[src/rtl/nibble_serial_add_ctrl.sv]
`default_nettype none
// +--------------------------------------------------------------------------+
// | nibble_serial_add_ctrl: WIDTH-bit add/subtract on one 4-bit slice, LSB   |
// | nibble first, with valid/ready handshakes.        Revision: 1.0          |
// +--------------------------------------------------------------------------+
module nibble_serial_add_ctrl #(
  parameter int WIDTH = 16
) (
  input  logic             clk,
  input  logic             rst_n,
  input  logic             in_valid,
  output logic             in_ready,
  input  logic [WIDTH-1:0] in_a,
  input  logic [WIDTH-1:0] in_b,
  input  logic             in_cin,
  input  logic             in_sub,
  output logic             out_valid,
  input  logic             out_ready,
  output logic [WIDTH-1:0] out_sum,
  output logic             out_cout,
  output logic             out_ovf,
  output logic             busy
);

  localparam int NIB   = WIDTH / 4;
  localparam int IDX_W = (NIB > 1) ? $clog2(NIB) : 1;
  localparam logic [IDX_W-1:0] LAST_IDX = IDX_W'(NIB - 1);

  typedef enum logic [1:0] {
    IDLE = 2'd0,
    RUN  = 2'd1,
    DONE = 2'd2
  } state_t;

  state_t           state_q, state_d;
  logic [WIDTH-1:0] opa_q, opa_d;
  logic [WIDTH-1:0] opb_q, opb_d;
  logic [WIDTH-1:0] sum_q, sum_d;
  logic             carry_q, carry_d;
  logic [IDX_W-1:0] idx_q, idx_d;
  logic             cout_q, cout_d;
  logic             ovf_q, ovf_d;

  logic [3:0]       slice_a;
  logic [3:0]       slice_b;
  logic [4:0]       slice_res;

  // The only adder in the design: one nibble plus the registered carry.
  always_comb begin
    slice_a   = opa_q[{idx_q, 2'b00} +: 4];
    slice_b   = opb_q[{idx_q, 2'b00} +: 4];
    slice_res = {1'b0, slice_a} + {1'b0, slice_b} + {4'b0000, carry_q};
  end

  always_comb begin
    state_d = state_q;
    opa_d   = opa_q;
    opb_d   = opb_q;
    sum_d   = sum_q;
    carry_d = carry_q;
    idx_d   = idx_q;
    cout_d  = cout_q;
    ovf_d   = ovf_q;

    case (state_q)
      IDLE: begin
        if (in_valid) begin
          opa_d   = in_a;
          opb_d   = in_sub ? ~in_b : in_b;
          carry_d = in_sub ? 1'b1 : in_cin;
          idx_d   = '0;
          state_d = RUN;
        end
      end

      RUN: begin
        sum_d[{idx_q, 2'b00} +: 4] = slice_res[3:0];
        carry_d = slice_res[4];
        if (idx_q == LAST_IDX) begin
          // idx parks on the last nibble; it is cleared on the next accept.
          cout_d  = slice_res[4];
          ovf_d   = (opa_q[WIDTH-1] == opb_q[WIDTH-1]) &&
                    (slice_res[3] != opa_q[WIDTH-1]);
          state_d = DONE;
        end else begin
          idx_d = idx_q + 1'b1;
        end
      end

      DONE: begin
        if (out_ready) begin
          state_d = IDLE;
        end
      end

      default: begin
        state_d = IDLE;
      end
    endcase
  end

  always_ff @(posedge clk or negedge rst_n) begin
    if (!rst_n) begin
      state_q <= IDLE;
      opa_q   <= '0;
      opb_q   <= '0;
      sum_q   <= '0;
      carry_q <= 1'b0;
      idx_q   <= '0;
      cout_q  <= 1'b0;
      ovf_q   <= 1'b0;
    end else begin
      state_q <= state_d;
      opa_q   <= opa_d;
      opb_q   <= opb_d;
      sum_q   <= sum_d;
      carry_q <= carry_d;
      idx_q   <= idx_d;
      cout_q  <= cout_d;
      ovf_q   <= ovf_d;
    end
  end

  assign in_ready  = (state_q == IDLE);
  assign out_valid = (state_q == DONE);
  assign busy      = (state_q != IDLE);
  assign out_sum   = sum_q;
  assign out_cout  = cout_q;
  assign out_ovf   = ovf_q;

endmodule
`default_nettype wire
[config.mk]
export PLATFORM = sky130hd
export DESIGN_NAME = nibble_serial_add_ctrl
export DESIGN_NICKNAME = d
export VERILOG_FILES = /design/src/rtl/nibble_serial_add_ctrl.sv
export SDC_FILE = /design/constraint.sdc
export NUM_CORES = 1
export LEC_CHECK = 0
export ABC_CLOCK_PERIOD_IN_PS = 6800
export CORE_ASPECT_RATIO = 1.1
export CORE_UTILIZATION = 54
export CTS_CLUSTER_DIAMETER = 60
export DETAILED_ROUTE_END_ITERATION = 7
export PLACE_DENSITY_LB_ADDON = 0.12
export SLEW_MARGIN = 5
export SYNTH_ARGS = -nofsm -noshare
export SYNTH_HDL_FRONTEND = slang
export SYNTH_SLANG_ARGS = --single-unit
[constraint.sdc]
create_clock -name clk -period 6.8 [get_ports clk]
set_input_delay 1.7 -clock clk [delete_from_list [all_inputs] [get_ports clk]]
set_output_delay 1.7 -clock clk [all_outputs]
set_load 0.01 [all_outputs]
=== After elaboration in Yosys (flattened, before gate mapping) ===
Cells that the tools add are included.

* Add/subtract/negate cells: 4
* Eq/ne operators: 9
* Shifts and indexed selects: 4
* Muxes and demuxes: 12
* Bitwise gates (word level): 1
* Reductions and logical operators: 9

{| class="wikitable"
|+ Operators with widths
! kind !! number
|-
| 16-bit by 5-bit indexed part select with 4-bit output || 2
|-
| 16-bit bitwise mux || 1
|-
| 16-bit 2-to-1 mux || 1
|-
| 16-bit NOT || 1
|-
| 4-bit by 6-bit variable shift with 16-bit output, first input constant || 1
|-
| 4-bit by 6-bit indexed part select with 16-bit output || 1
|-
| 2-bit 2-to-1 mux || 5
|-
| 2-bit != test, second input constant || 3
|-
| 4-bit negation with 6-bit output || 1
|-
| 2-bit case mux with 3 select lines || 1
|-
| 2-bit AND reduction || 3
|-
| 3-bit AND reduction || 2
|-
| 4-bit by 4-bit adder with 5-bit output || 1
|-
| 5-bit by 1-bit adder with 5-bit output || 1
|-
| 2-bit == test, second input constant || 2
|-
| 2-bit case mux with 2 select lines || 1
|-
| 2-bit nonzero test || 2
|-
| 2-bit by 1-bit adder with 2-bit output, second input constant || 1
|-
| 2-bit by 1-bit == test with 1-bit output, second input constant || 1
|-
| 2-bit zero test || 1
|-
| 1-bit 2-to-1 mux || 2
|-
| 2-bit by 1-bit != test with 1-bit output, second input constant || 1
|-
| 1-bit case mux with 2 select lines || 1
|-
| 1-bit == test || 1
|-
| other kinds (2) || 2
|}

* Bits in registers: 55
* Input port bits: 38
* Output and inout port bits: 21

=== Logic depth before layout (Yosys ltp) ===
* Word-level depth: 5
* Depth in mapped cells: 9
* Gate-level depth less buffers: 8

=== Worst setup path before layout ===
No wires, ideal clock.

* Path kind: input port to flip-flop
* Start point: input port in_valid
* End point: register opa_q[0]
* Data arrival time: 2.467 ns
* Data required time: 6.675 ns
* Slack: 4.208 ns
* Stages: 3
* Cells stage by stage: nor3b_4 -> buf_4 -> mux2_2

* Longest elaborated chain between the ends: 1

{| class="wikitable"
|+ Ends and longest elaborated chain
! item !! RTL line !! RTL
|-
| start, declared || 11 || <nowiki>input logic in_valid,</nowiki>
|-
| 2-bit AND reduction (no line) || -- ||
|-
| end signal, assigned || 114 || <nowiki>opa_q <= opa_d;</nowiki>
|-
| end, declared || 36 || <nowiki>logic [WIDTH-1:0] opa_q, opa_d;</nowiki>
|}

No other way between the ends.
A chain may end at the register's enable or synchronous reset.

=== Final worst setup path ===
* Start point: register state_q[0]
* End point: output port out_valid

* Longest elaborated chain between the ends: 1

{| class="wikitable"
|+ Ends and longest elaborated chain
! item !! RTL line !! RTL
|-
| start, declared || 35 || <nowiki>state_t state_q, state_d;</nowiki>
|-
| start signal, assigned || 113 || <nowiki>state_q <= state_d;</nowiki>
|-
| 2-bit == test || 125 || <nowiki>assign out_valid = (state_q == DONE);</nowiki>
|-
| end, declared || 17 || <nowiki>output logic out_valid,</nowiki>
|}

No other way between the ends.

==> results.yml <==
outcome:
  status: "completed"
detailed_routing:
  viasPerCell: 5.50
  vias: 1849
  wl_per_cell_um: 14.8
  drt_iter0_drc: 82
  drt_first_pass_iters: 4
  ant_nets: 0
  totalWireLength_mm: 4.97
  drc: 0
timing:
  slew_headroom_pct: 42.1
  hold_viol: 0
  setup_viol: 0
  fin_ws_ns: 3.56
  fmax_mhz: 309
  hold_slack_ns: 0.487
  tightest_slew_ns: 0.866
  rsz0062_at_grt: "false"
  post-route-min-period_ns: 3.24
  finalSetupTns_ns: 0
  fin_skew_ns: 0.00713
  timing.final.crit_share_pct: 47.6
  slew_viol_final: 0
pwr:
  p_comb_share_pct: 54.8
  power_per_cell_area_mw_per_mm2: 518
  p_int_mw: 1.07
  swShare_pct: 40.1
  power.switching_mw: 0.715
  power_leakage_nw: 1.45
  power.share.clock_pct: 11.6
  ir_drop_mv: 0.309
  seqPwrFrac_pct: 33.6
  p_total_mw: 1.78
global_route:
  grtUsageMet2_pct: 35.7
  grt.overflow.total: 0
  top_usage_layer: "met2"
  grt_max_degree: 56
  grt_use_met3_pct: 3.17
  grt_pass1_wl_mm: 8.68
  first_global_vias: 1920
  grt_usage_pct: 20.4
  antenna_found_initial: 0
  gr-usage-met1_pct: 25.8
worst_hold_path:
  hp-class: "register to register"
  holdPathEnd: "out_ovf"
  hold_start: "out_ovf"
  whs_path_depth: 2
place:
  dp.cells: 329
  hpwl_mm: 3.63
  portBuffers: 58
  placed_area_mm2: 0.00333
  gp_congestion: 0.755
  dp_slack_ns: 3.41
yosys:
  postSynthCellCount: 222
  netlist_area_mm2: 0.00273
  ys_top_cells_by_area: "dfrtp_1 50%, mux2_2 7.0%, mux4_2 6.6%"
  synthesis.nets: 271
  synth_edf_count: 0
  synth.largest_area_cell: "dfrtp_1"
  yosysTopAreaCellShare_pct: 50.4
  yosysWarningCount: 0
  synth_cell_type_count: 34
  yosysSeqAreaShare_pct: 50.4
  ys_ff_latch: 55
  synthFlopType: "dfrtp_1"
  syn_area_per_cell_um2: 12.3
  async_flop_share_pct: 100
flow_run:
  maxCapViolations: 0
final_layout:
  register_area_mm2: 0.00138
  final_common_cell: "clkdlybuf4s50_1"
  multi_input_area_mm2: 0.00126
  drive_gt1_share_pct: 15.4
  final_core_util_pct: 72.3
  diodes: 0
  final_nets: 329
  area_delta_synth_final_pct: 25.9
  mostFrequentLayoutCells: "57 x clkdlybuf4s50_1, 55 x dfrtp_1, 23 x nor2_1, 18 x xnor2_1"
  num-fill-cells: 366
  instances_no_fill: 336
  final_area_mm2: 0.00344
setup_path:
  slowest_stage: "clkdlybuf4s50_1"
  reg2reg_depth: 8
  r2r_end: "out_cout"
  crit_path_end_kind: "primary output"
  cp_max_fo: 5
  crit_path_start_kind: "register"
  cpPeakStageDelay_ns: 0.52
  path_class: "register to primary output"
  rr_startpoint: "idx_q[0]"
  crit_chain: "nand2b_1 > inv_1 > clkdlybuf4s50_1"
  arrival_ns: 1.54
  reg2reg_slack_ns: 3.86
  crit_required_ns: 5.10
floorplan:
  die-area_mm2: 0.00534
  die_h_um: 76.6
  ios: 59
  core_area_mm2: 0.00475
  die_w_um: 69.8
  rows: 26
  initial_core_util_pct: 57.5
cts:
  cts_tree: "built"
  path_clk_slew_ns: 0.09
  cts_resized: 0
  clock_sinks: 55
  htreeDepth: 2
  postCtsSetupBuffers: 0
  cts.path.max_buffers: 2
  holdBufCountCts: 0
  clock_latency_ns: 0.30
  cts_made_buffers: 5
  clockRootBuffer: "clkbuf_8"
==> cell type report <==
cell class,count,share of cell area (%)
clock buffer,6,2.11
clock inverter,1,0.874
inverter,10,1.09
multi-input combinational,148,36.6
sequential,55,40.1
tap,56,2.04
timing repair buffer,60,17.2
==> cells by family (layout without fill, tap and decap cells) <==
kind of cell    after synthesis  count (layout)  share of synthesized area (%)
buf+inv                      19              77                           3.44
flops                        55              55                           50.4
xor+xnor                     19              19                           6.10
simple gates                 50              50                           10.2
compound gates               43              43                           10.6
fa+ha+maj                    11              11                           5.59
mux                          25              25                           13.6
==> synthesized netlist by cell type (2+ instances only) <==
cell type,instances
nor3b_4,2
buf_2,3
nand2_2,2
nand3_1,3
a21o_1,2
fa_1,2
nor2_1,23
a21oi_1,17
o21ai_0,4
inv_1,10
ha_1,9
mux4_2,8
xnor2_1,18
nand2_1,12
a22o_1,14
dfrtp_1,55
mux2_2,17
buf_4,5
==> power by group through the flow <==
| stage | Clock (mW) | Combinational [mW] | Sequential [mW] |
|---|---|---|---|
| after floorplan | 0 | 0.694 | 0.576 |
| after global placement | 0 | 0.942 | 0.600 |
| after detailed placement | 0 | 0.966 | 0.609 |
| after CTS | 0.210 | 0.980 | 0.602 |
| after global routing | 0.227 | 1.07 | 0.625 |
| final | 0.207 | 0.975 | 0.599 |
==> worst max path at each step <==
stage,from,endpoint
2_1_floorplan,in_valid,opa_q[0]
3_3_place_gp,in_valid,idx_q[0]
3_5_place_dp,in_valid,idx_q[0]
4_1_cts,state_q[0],out_valid
5_1_grt,state_q[0],out_valid
6_report,state_q[0],out_valid
==> routing by layer <==
layer | share of wire, % | vias up | wire [um]
li1 | - | 889 | -
met1 | 41 | 899 | 2030
met2 | 54 | 52 | 2670
met3 | 4.1 | 9 | 204
met4 | 1.2 | 0 | 61
met5 | 0 | - | 0
==> critical path, delay by kind of cell, from the launching register on <==
family	cells	cell delay (ns)
buffers and inverters	2	0.58
DFF	1	0.47
and+or+nand+nor	1	0.19
==> state kept, by name (all words and copies together) (netlist names) <==
| signal | flops |
|---|---|
| carry_q | 1 |
| idx_q | 2 |
| opa_q | 16 |
| opb_q | 16 |
| out_cout | 1 |
| out_ovf | 1 |
| out_sum | 16 |
| state_q | 2 |
No activity file was read; power rests on OpenSTA's default activity.
